File: config.mk
export PLATFORM = sky130hd
export DESIGN_NAME = diff_scan_unit
export DESIGN_NICKNAME = d
export VERILOG_FILES = /design/src/rtl/diff_scan_unit.sv
export SDC_FILE = /design/constraint.sdc
export NUM_CORES = 1
export LEC_CHECK = 0
export CELL_PAD_IN_SITES_DETAIL_PLACEMENT = 0
export CELL_PAD_IN_SITES_GLOBAL_PLACEMENT = 2
export CORE_AREA = 4 4 112 114
export DETAILED_ROUTE_END_ITERATION = 8
export DIE_AREA = 0 0 116 118
export HOLD_SLACK_MARGIN = 0.05
export PLACE_DENSITY = 0.79
export SLEW_MARGIN = 20
export SYNTH_ARGS = -nofsm -noshare
export SYNTH_HDL_FRONTEND = slang
export SYNTH_SLANG_ARGS = --single-unit
export TNS_END_PERCENT = 100
File: constraint.sdc
create_clock -name clk -period 4.5 [get_ports clk]
set_clock_uncertainty 0.2 [all_clocks]
set_input_delay 0.9 -clock clk [delete_from_list [all_inputs] [get_ports clk]]
set_output_delay 0.9 -clock clk [all_outputs]
set_load 0.01 [all_outputs]
File: src/rtl/diff_scan_unit.sv
// diff_scan_unit: multi-cycle first/last differing-bit finder with Hamming count.
// Scans x = a ^ b CHUNK bits per cycle, always visiting all WIDTH/CHUNK chunks
// so latency is fixed. Mode 0 reports the lowest differing bit, mode 1 the
// highest.
//
// Ports:
//   clk      rising-edge clock
//   rst      synchronous active-high reset
//   start    request, accepted only while ready=1
//   mode     0 = lowest differing bit, 1 = highest differing bit
//   a, b     WIDTH-bit operands, sampled on the accepting edge
//   ready    high in IDLE
//   busy     high while scanning
//   done     one-cycle pulse, results valid in that cycle
//   found    at least one bit differs
//   index    selected differing bit position, 0 when found=0
//   hamming  number of differing bits
module diff_scan_unit #(
  parameter int unsigned WIDTH = 32,
  parameter int unsigned CHUNK = 8,
  localparam int unsigned IDX_W = $clog2(WIDTH),
  localparam int unsigned HAM_W = $clog2(WIDTH + 1)
) (
  input  logic             clk,
  input  logic             rst,
  input  logic             start,
  input  logic             mode,
  input  logic [WIDTH-1:0] a,
  input  logic [WIDTH-1:0] b,
  output logic             ready,
  output logic             busy,
  output logic             done,
  output logic             found,
  output logic [IDX_W-1:0] index,
  output logic [HAM_W-1:0] hamming
);

  localparam int unsigned NCH   = WIDTH / CHUNK;
  localparam int unsigned CNT_W = (NCH > 1) ? $clog2(NCH) : 1;
  localparam int unsigned POS_W = (CHUNK > 1) ? $clog2(CHUNK) : 1;
  localparam int unsigned PC_W  = $clog2(CHUNK + 1);

  typedef enum logic [1:0] {
    S_IDLE = 2'd0,
    S_SCAN = 2'd1,
    S_DONE = 2'd2
  } state_t;

  state_t           state;
  state_t           state_nxt;
  logic [WIDTH-1:0] x_q;
  logic             mode_q;
  logic [CNT_W-1:0] cnt;

  logic             last_chunk;
  logic [CNT_W-1:0] chunk_idx;
  logic [IDX_W-1:0] chunk_base;
  logic [CHUNK-1:0] chunk;
  logic [PC_W-1:0]  chunk_pop;
  logic [POS_W-1:0] chunk_pos;
  logic             chunk_any;

  // Chunk selection: mode 1 walks from the top chunk downward.
  assign last_chunk = (cnt == CNT_W'(NCH - 1));
  assign chunk_idx  = mode_q ? (CNT_W'(NCH - 1) - cnt) : cnt;
  assign chunk_base = IDX_W'(32'(chunk_idx) * CHUNK);
  assign chunk      = x_q[chunk_base +: CHUNK];
  assign chunk_any  = |chunk;

  // Per-chunk popcount and lowest/highest set position within the chunk.
  always_comb begin
    chunk_pop = '0;
    chunk_pos = '0;
    for (int unsigned i = 0; i < CHUNK; i++) begin
      chunk_pop = chunk_pop + PC_W'(chunk[i]);
      if (mode_q && chunk[i]) begin
        chunk_pos = POS_W'(i);
      end
      if (!mode_q && chunk[CHUNK-1-i]) begin
        chunk_pos = POS_W'(CHUNK - 1 - i);
      end
    end
  end

  // State register.
  always_ff @(posedge clk) begin
    if (rst) begin
      state <= S_IDLE;
    end else begin
      state <= state_nxt;
    end
  end

  // Next-state logic.
  always_comb begin
    state_nxt = state;
    case (state)
      S_IDLE:  if (start) state_nxt = S_SCAN;
      S_SCAN:  if (last_chunk) state_nxt = S_DONE;
      S_DONE:  state_nxt = S_IDLE;
      default: state_nxt = S_IDLE;
    endcase
  end

  // Handshake outputs decoded from the state register.
  always_comb begin
    ready = 1'b0;
    busy  = 1'b0;
    done  = 1'b0;
    case (state)
      S_IDLE:  ready = 1'b1;
      S_SCAN:  busy  = 1'b1;
      S_DONE:  done  = 1'b1;
      default: ready = 1'b0;
    endcase
  end

  // Operand capture, chunk counter and result accumulation.
  always_ff @(posedge clk) begin
    if (rst) begin
      x_q     <= '0;
      mode_q  <= 1'b0;
      cnt     <= '0;
      found   <= 1'b0;
      index   <= '0;
      hamming <= '0;
    end else begin
      case (state)
        S_IDLE: begin
          if (start) begin
            x_q     <= a ^ b;
            mode_q  <= mode;
            cnt     <= '0;
            found   <= 1'b0;
            index   <= '0;
            hamming <= '0;
          end
        end
        S_SCAN: begin
          hamming <= hamming + HAM_W'(chunk_pop);
          // First chunk with a set bit wins; later chunks only add to hamming.
          if (!found && chunk_any) begin
            found <= 1'b1;
            index <= chunk_base + IDX_W'(chunk_pos);
          end
          cnt <= last_chunk ? '0 : cnt + CNT_W'(1);
        end
        default: begin
        end
      endcase
    end
  end

endmodule

==> flow_summary.yaml, run 1 <==
timing:
  hold_viol: 0
  relSlewSlack_pct: 37.7
  fmax_mhz: 229
  fin_crit_ps: 4360
  worst_pin_slew_ps: 934
  setup_viol: 0
  min_period_over_period_pct: 97.0
  rsz0062_at_grt: "true"
  setup_ws_ps: 135
  slew_viol_final: 0
clock_tree:
  cts_tree: "done"
  clock-root-buffer: "clkbuf_16"
  hold_buffers: 0
  numCtsBuffers: 5
  clk_pin_slew_ps: 70
  cts-root-to-sink-buffers: 2
  cts_max_level: 2
  clock_latency_ps: 290
  clock_sinks: 49
detailed_routing:
  wl_um: 8090
  vias_per_cell: 4.67
  drt_iter0_drc: 84
  postRouteAntennaNets: 0
  num_vias: 2671
  route.detailed.drc: 0
  drtPass1Iterations: 4
  wl_per_cell_um: 14.1
setup_path:
  criticalPathCategory: "register to register"
  cp.depth: 19
  end_kind: "register"
  path_cells: "and3b_4, or2_1, a222oi_1, inv_1, fa_1, inv_1, fa_1, inv_1, fa_1, inv_2, fa_2, inv_2, fa_2, nor2b_4, o21ai_2, a21oi_2, buf_4, mux2i_1, nor2_1"
  path_max_fanout: 8
  start_kind: "register"
  arrival_ps: 4310
  r2r_cells: 19
  worstPathRequired_ps: 4440
  cp_slowest_cell: "fa_1"
  critPathMaxStageDelay_ps: 490
  crit_buf_inv: 6
  crit_family: "adder cells"
finish:
  n_antenna_cell: 0
  fillCellCount: 1173
  final_cells: 572
  final_cell_mix: "clkdlybuf4s50_1 (81), nor2_1 (52), dfxtp_1 (46)"
  nets: 509
  drive_gt1_share_pct: 14.9
  mostFrequentLayoutCell: "clkdlybuf4s50_1"
  area_growth_pct: 47.8
outcome:
  status: "finished clean"
logic_synthesis:
  async_reset_ff_share_pct: 0
  synth_seq_cells: 49
  synth_warnings: 0
  syn-num-nets: 411
  synth-edff-count: 0
  synth_area_mm2: 0.00283
  yosysTopAreaCell: "dfxtp_1"
  synth.avg_cell_area_um2: 8.56
  synthCells: 331
  synth_cell_type_count: 46
  synth-main-ff-cell: "dfxtp_1"
  synth.area.top_cells: "dfxtp_1 (35%), a211oi_1 (8.5%), xnor2_1 (7.4%), nor2_1 (6.9%), fa_1 (3.5%)"
  synth_top_area_share_pct: 34.6
  ys_seq_area_share_pct: 34.6
placement:
  placed_cells: 559
  dpl.hpwl_um: 6070
  dp_slack_ps: -100
  gp_congestion: 0.844
  io_buffers: 82
pwr:
  leakage_nw: 1.59
  swShare_pct: 31.7
  power.density_mw_per_mm2: 355
  intPower_mw: 1.01
  switchingPower_mw: 0.471
  ir_drop_mv: 0.158
  pwr-share-clk_pct: 28.7
  combPwrFrac_pct: 37.1
  seq_power_share_pct: 34.1
die:
  rows: 39
  chipWidth_um: 116
  pin_count: 83
  die_area_mm2: 0.0137
  start_util_pct: 24.8
  fp.coreArea_mm2: 0.0114
  fp.dieH_um: 118
run:
  maxCapViolations: 0
global_route:
  grt_pass1_vias: 2708
  grt_max_degree: 51
  antenna_found_initial: 0
  overflow: 0
  grt_usage_pct: 11.8
  grt_pass1_wl_um: 13100
worst_hold_path:
  hp-class: "register to register"
  holdPathStages: 2
## cell families (layout without fill, tap and decap cells)
group,Yosys count,after routing,share of synthesized area (%)
compound gates,94,94,25.2
simple gates,92,92,15.3
flops,49,49,34.6
buf+inv,48,146,7.11
xor+xnor,35,35,10.8
fa+ha+maj,12,12,6.63
mux,1,1,0.353
## flip-flops by register name, indices dropped and copies added, names as in the netlist
name,cells
found,1
index,5
hamming,6
mode_q,1
state,2
cnt,2
x_q,32
## Yosys cell counts (4+ instances only)
library cell / instances
fa_1: 5
ha_1: 7
dfxtp_1: 49
a211oi_1: 32
nand3_1: 5
nand3b_1: 4
a221oi_1: 10
a21oi_1: 16
nand2_1: 10
buf_1: 4
xnor2_1: 24
o21ai_0: 10
nor2_1: 52
clkbuf_1: 12
xor2_1: 11
o221ai_1: 11
inv_1: 26
## layer usage
metal | vias up | track usage, % | routed length (um)
met3 | 4 | 2.47 | 409
met1 | 1244 | 15.7 | 3760
li1 | 1365 | - | -
met5 | - | 0 | 0
met4 | 0 | 3.19 | 57
met2 | 58 | 19.3 | 3870
## through the flow
| step | total power, mW | TNS [ps] | area (um^2) | hold WS (ps) | util [%] |
|---|---|---|---|---|---|
| global route | 1.59 | -103 | 4190 | 299 | 36.7 |
| detailed placement | 1.03 | -101 | 3910 | 265 | 34.2 |
| global placement | 1.02 | -31.7 | 3910 | 264 | 34.2 |
| floorplan | 0.832 | 0 | 2830 | 235 | - |
| finish | 1.49 | 0 | 4190 | 279 | 36.7 |
| CTS | 1.48 | 0 | 4110 | 279 | 36.0 |
## power by group through the flow
stage / logic, mW / registers (mW) / clock network [mW]
after global routing: 0.620 / 0.512 / 0.456
final: 0.552 / 0.507 / 0.427
after global placement: 0.508 / 0.516 / 0
after detailed placement: 0.517 / 0.517 / 0
after floorplan: 0.319 / 0.514 / 0
after CTS: 0.534 / 0.508 / 0.436
## final cells by class
type                            instances  area, um^2  area share, %
Tap cell                              143         179           4.27
Clock buffer                            5         125           2.99
Clock inverter                          2        38.8          0.926
Sequential cell                        49         992           23.7
Timing Repair Buffer                  112        1040           24.8
Multi-Input combinational cell        234        1710           40.9
Inverter                               27         101           2.42
## worst min-delay path, stage by stage, from the launching register on
cell and delay (ps):
dfxtp_1 300, inv_1 70, a211oi_1 60
## worst paths after layout
kind | startpoint | to | slack, ps
setup / recovery | mode_q$_SDFFE_PP0P_ | hamming[4]$_SDFFE_PP0P_ | 140
hold / removal | x_q[28]$_SDFFE_PP0P_ | x_q[28]$_SDFFE_PP0P_ | 280
setup reg to reg | mode_q$_SDFFE_PP0P_ | hamming[4]$_SDFFE_PP0P_ | 140
hold reg to reg | x_q[28]$_SDFFE_PP0P_ | x_q[28]$_SDFFE_PP0P_ | 280
## repair_timing
action	CTS	global route
buffers inserted	3	4
pin swaps	4	7
resized for setup	7	21
setup endpoints to repair	2	3
No activity file was read; power rests on OpenSTA's default activity.
==> run 2: changes to the inputs <==
CORE_AREA = 4 4 86 148   (was 4 4 112 114)
CTS_BUF_LIST = sky130_fd_sc_hd__clkbuf_8   (was default)
DIE_AREA = 0 0 90 152   (was 0 0 116 118)
==> run 2 against run 1 <==
Net effect: global-route usage up 0.53 points; count of clock-buffer cells in the layout stayed put; register-to-register slack lost 110 ps; critical path type unchanged.
==> flow_summary.yaml, run 2 (synthesis results as in run 1) <==
setup_path:
  path_max_fanout: 7
  path_cells: "and3b_4, or2_1, a222oi_1, inv_1, fa_1, inv_1, fa_1, inv_2, fa_1, inv_2, fa_2, inv_2, fa_2, nor2b_2, o21ai_2, a21oi_2, nor2_1, mux2i_1, nor2_1"
  end_kind: "register"
  criticalPathCategory: "register to register"
  arrival_ps: 4450
  start_kind: "register"
  cp_slowest_cell: "fa_1"
  critPathMaxStageDelay_ps: 520
  worstPathRequired_ps: 4480
finish:
  top_register: "x_q"
  area_growth_pct: 42.0
  mostFrequentLayoutCell: "clkdlybuf4s50_1"
  nets: 503
  n_antenna_cell: 0
  drive_gt1_share_pct: 12.5
  final_cell_mix: "clkdlybuf4s50_1 (81), nor2_1 (52), dfxtp_1 (46)"
  reg_top3: "x_q x32, hamming x6, index x5"
  largest_reg_flops: 32
placement:
  dpl.hpwl_um: 6450
  io_buffers: 82
  dp_slack_ps: -95.3
  gp_congestion: 0.798
timing:
  min_period_over_period_pct: 99.5
  setup_viol: 0
  worst_pin_slew_ps: 932
  relSlewSlack_pct: 37.9
  setup_ws_ps: 23.1
  fmax_mhz: 223
  holdWs_ps: 276
  fin_crit_ps: 4480
  rsz0062_at_grt: "true"
  hold_viol: 0
  fin_tns_setup_ps: 0
  slew_viol_final: 0
die:
  fp.dieH_um: 152
  chipWidth_um: 90
  start_util_pct: 24.6
  fp.coreArea_mm2: 0.0115
  pin_count: 83
  die_area_mm2: 0.0137
  rows: 52
clock_tree:
  numCtsBuffers: 5
  cts_max_level: 2
  hold_buffers: 0
  clk_pin_slew_ps: 90
  cts_tree: "done"
  clock-root-buffer: "clkbuf_8"
  clock_latency_ps: 310
  cts-root-to-sink-buffers: 2
  clock_sinks: 49
detailed_routing:
  vias_per_cell: 4.75
  drtPass1Iterations: 4
  drt_iter0_drc: 139
  wl_per_cell_um: 14.8
  wl_um: 8280
  route.detailed.drc: 0
  num_vias: 2655
  postRouteAntennaNets: 0
outcome:
  status: "finished clean"
global_route:
  grt_pass1_wl_um: 13600
  antenna_found_initial: 0
  grt_pass1_vias: 2701
  grt_usage_pct: 12.4
  grt_max_degree: 51
  overflow: 0
worst_hold_path:
  hp-class: "register to register"
run:
  maxCapViolations: 0
pwr:
  ir_drop_mv: 0.185
  leakage_nw: 1.51
  power.density_mw_per_mm2: 325
==> run 2: cell types whose count changed in the layout (fill, tap and decap cells not counted), moves of 2 or more <==
cell and change:
buf_4 -5, clkbuf_16 -5, clkbuf_8 +5, a221oi_1 +2, a221oi_2 -2
==> run 2: layer usage <==
| layer | wire length (um) | GRT usage, % | vias to the layer above |
|---|---|---|---|
| li1 | - | - | 1365 |
| met1 | 3110 | 12.8 | 1237 |
| met2 | 4710 | 24.0 | 47 |
| met3 | 313 | 2.38 | 6 |
| met4 | 148 | 4.60 | 0 |
| met5 | 0 | 0 | - |
==> run 2: metrics by stage <==
stage | total power [mW] | instances | cell area, um^2 | utilization, %
after global routing | 1.42 | 559 | 4020 | 34.9
after global placement | 1.03 | 546 | 3860 | 33.5
final | 1.31 | 559 | 4020 | 34.9
after floorplan | 0.832 | 331 | 2830 | -
after detailed placement | 1.04 | 546 | 3860 | 33.5
after CTS | 1.31 | 557 | 3990 | 34.6
==> run 2: final cells by class <==
class | instances | area, um^2
sequential | 49 | 990
inverter | 27 | 101
clock inverter | 3 | 17.5
clock buffer | 5 | 68.8
fill | 1201 | 7490
multi-input combinational | 234 | 1680
timing repair buffer | 106 | 996
tap | 135 | 169
==> run 2: path summary, 6_finish.rpt <==
path                         from                      end  slack, ps  cells after the start
max           mode_q$_SDFFE_PP0P_  hamming[4]$_SDFFE_PP0P_         20                     19
min          x_q[28]$_SDFFE_PP0P_     x_q[28]$_SDFFE_PP0P_        280                      2
max reg2reg   mode_q$_SDFFE_PP0P_  hamming[4]$_SDFFE_PP0P_         20                     19
min reg2reg  x_q[28]$_SDFFE_PP0P_     x_q[28]$_SDFFE_PP0P_        280                      2
==> run 2: report_power, final <==
group,leakage [nW],internal [mW],switching [mW]
clock,0.0497,0.109,0.155
combinational,1.06,0.269,0.267
sequential,0.406,0.476,0.0309
==> run 2: repair_timing <==
action / 4_1_cts / 5_1_grt
resized for setup: 6 / 12
endpoints found under the setup margin: 2 / 5
pin swaps: 4 / 13
setup buffers: 3 / 2
==> run 2: worst max-delay path, delay by kind of cell, from the launching register on <==
family	cells	cell delay, ps
AOI/OAI and AO/OA	3	580
and+or+nand+nor	5	690
DFF	1	380
adders and majority gates	5	2040
muxes	1	140
buffers and inverters	5	310
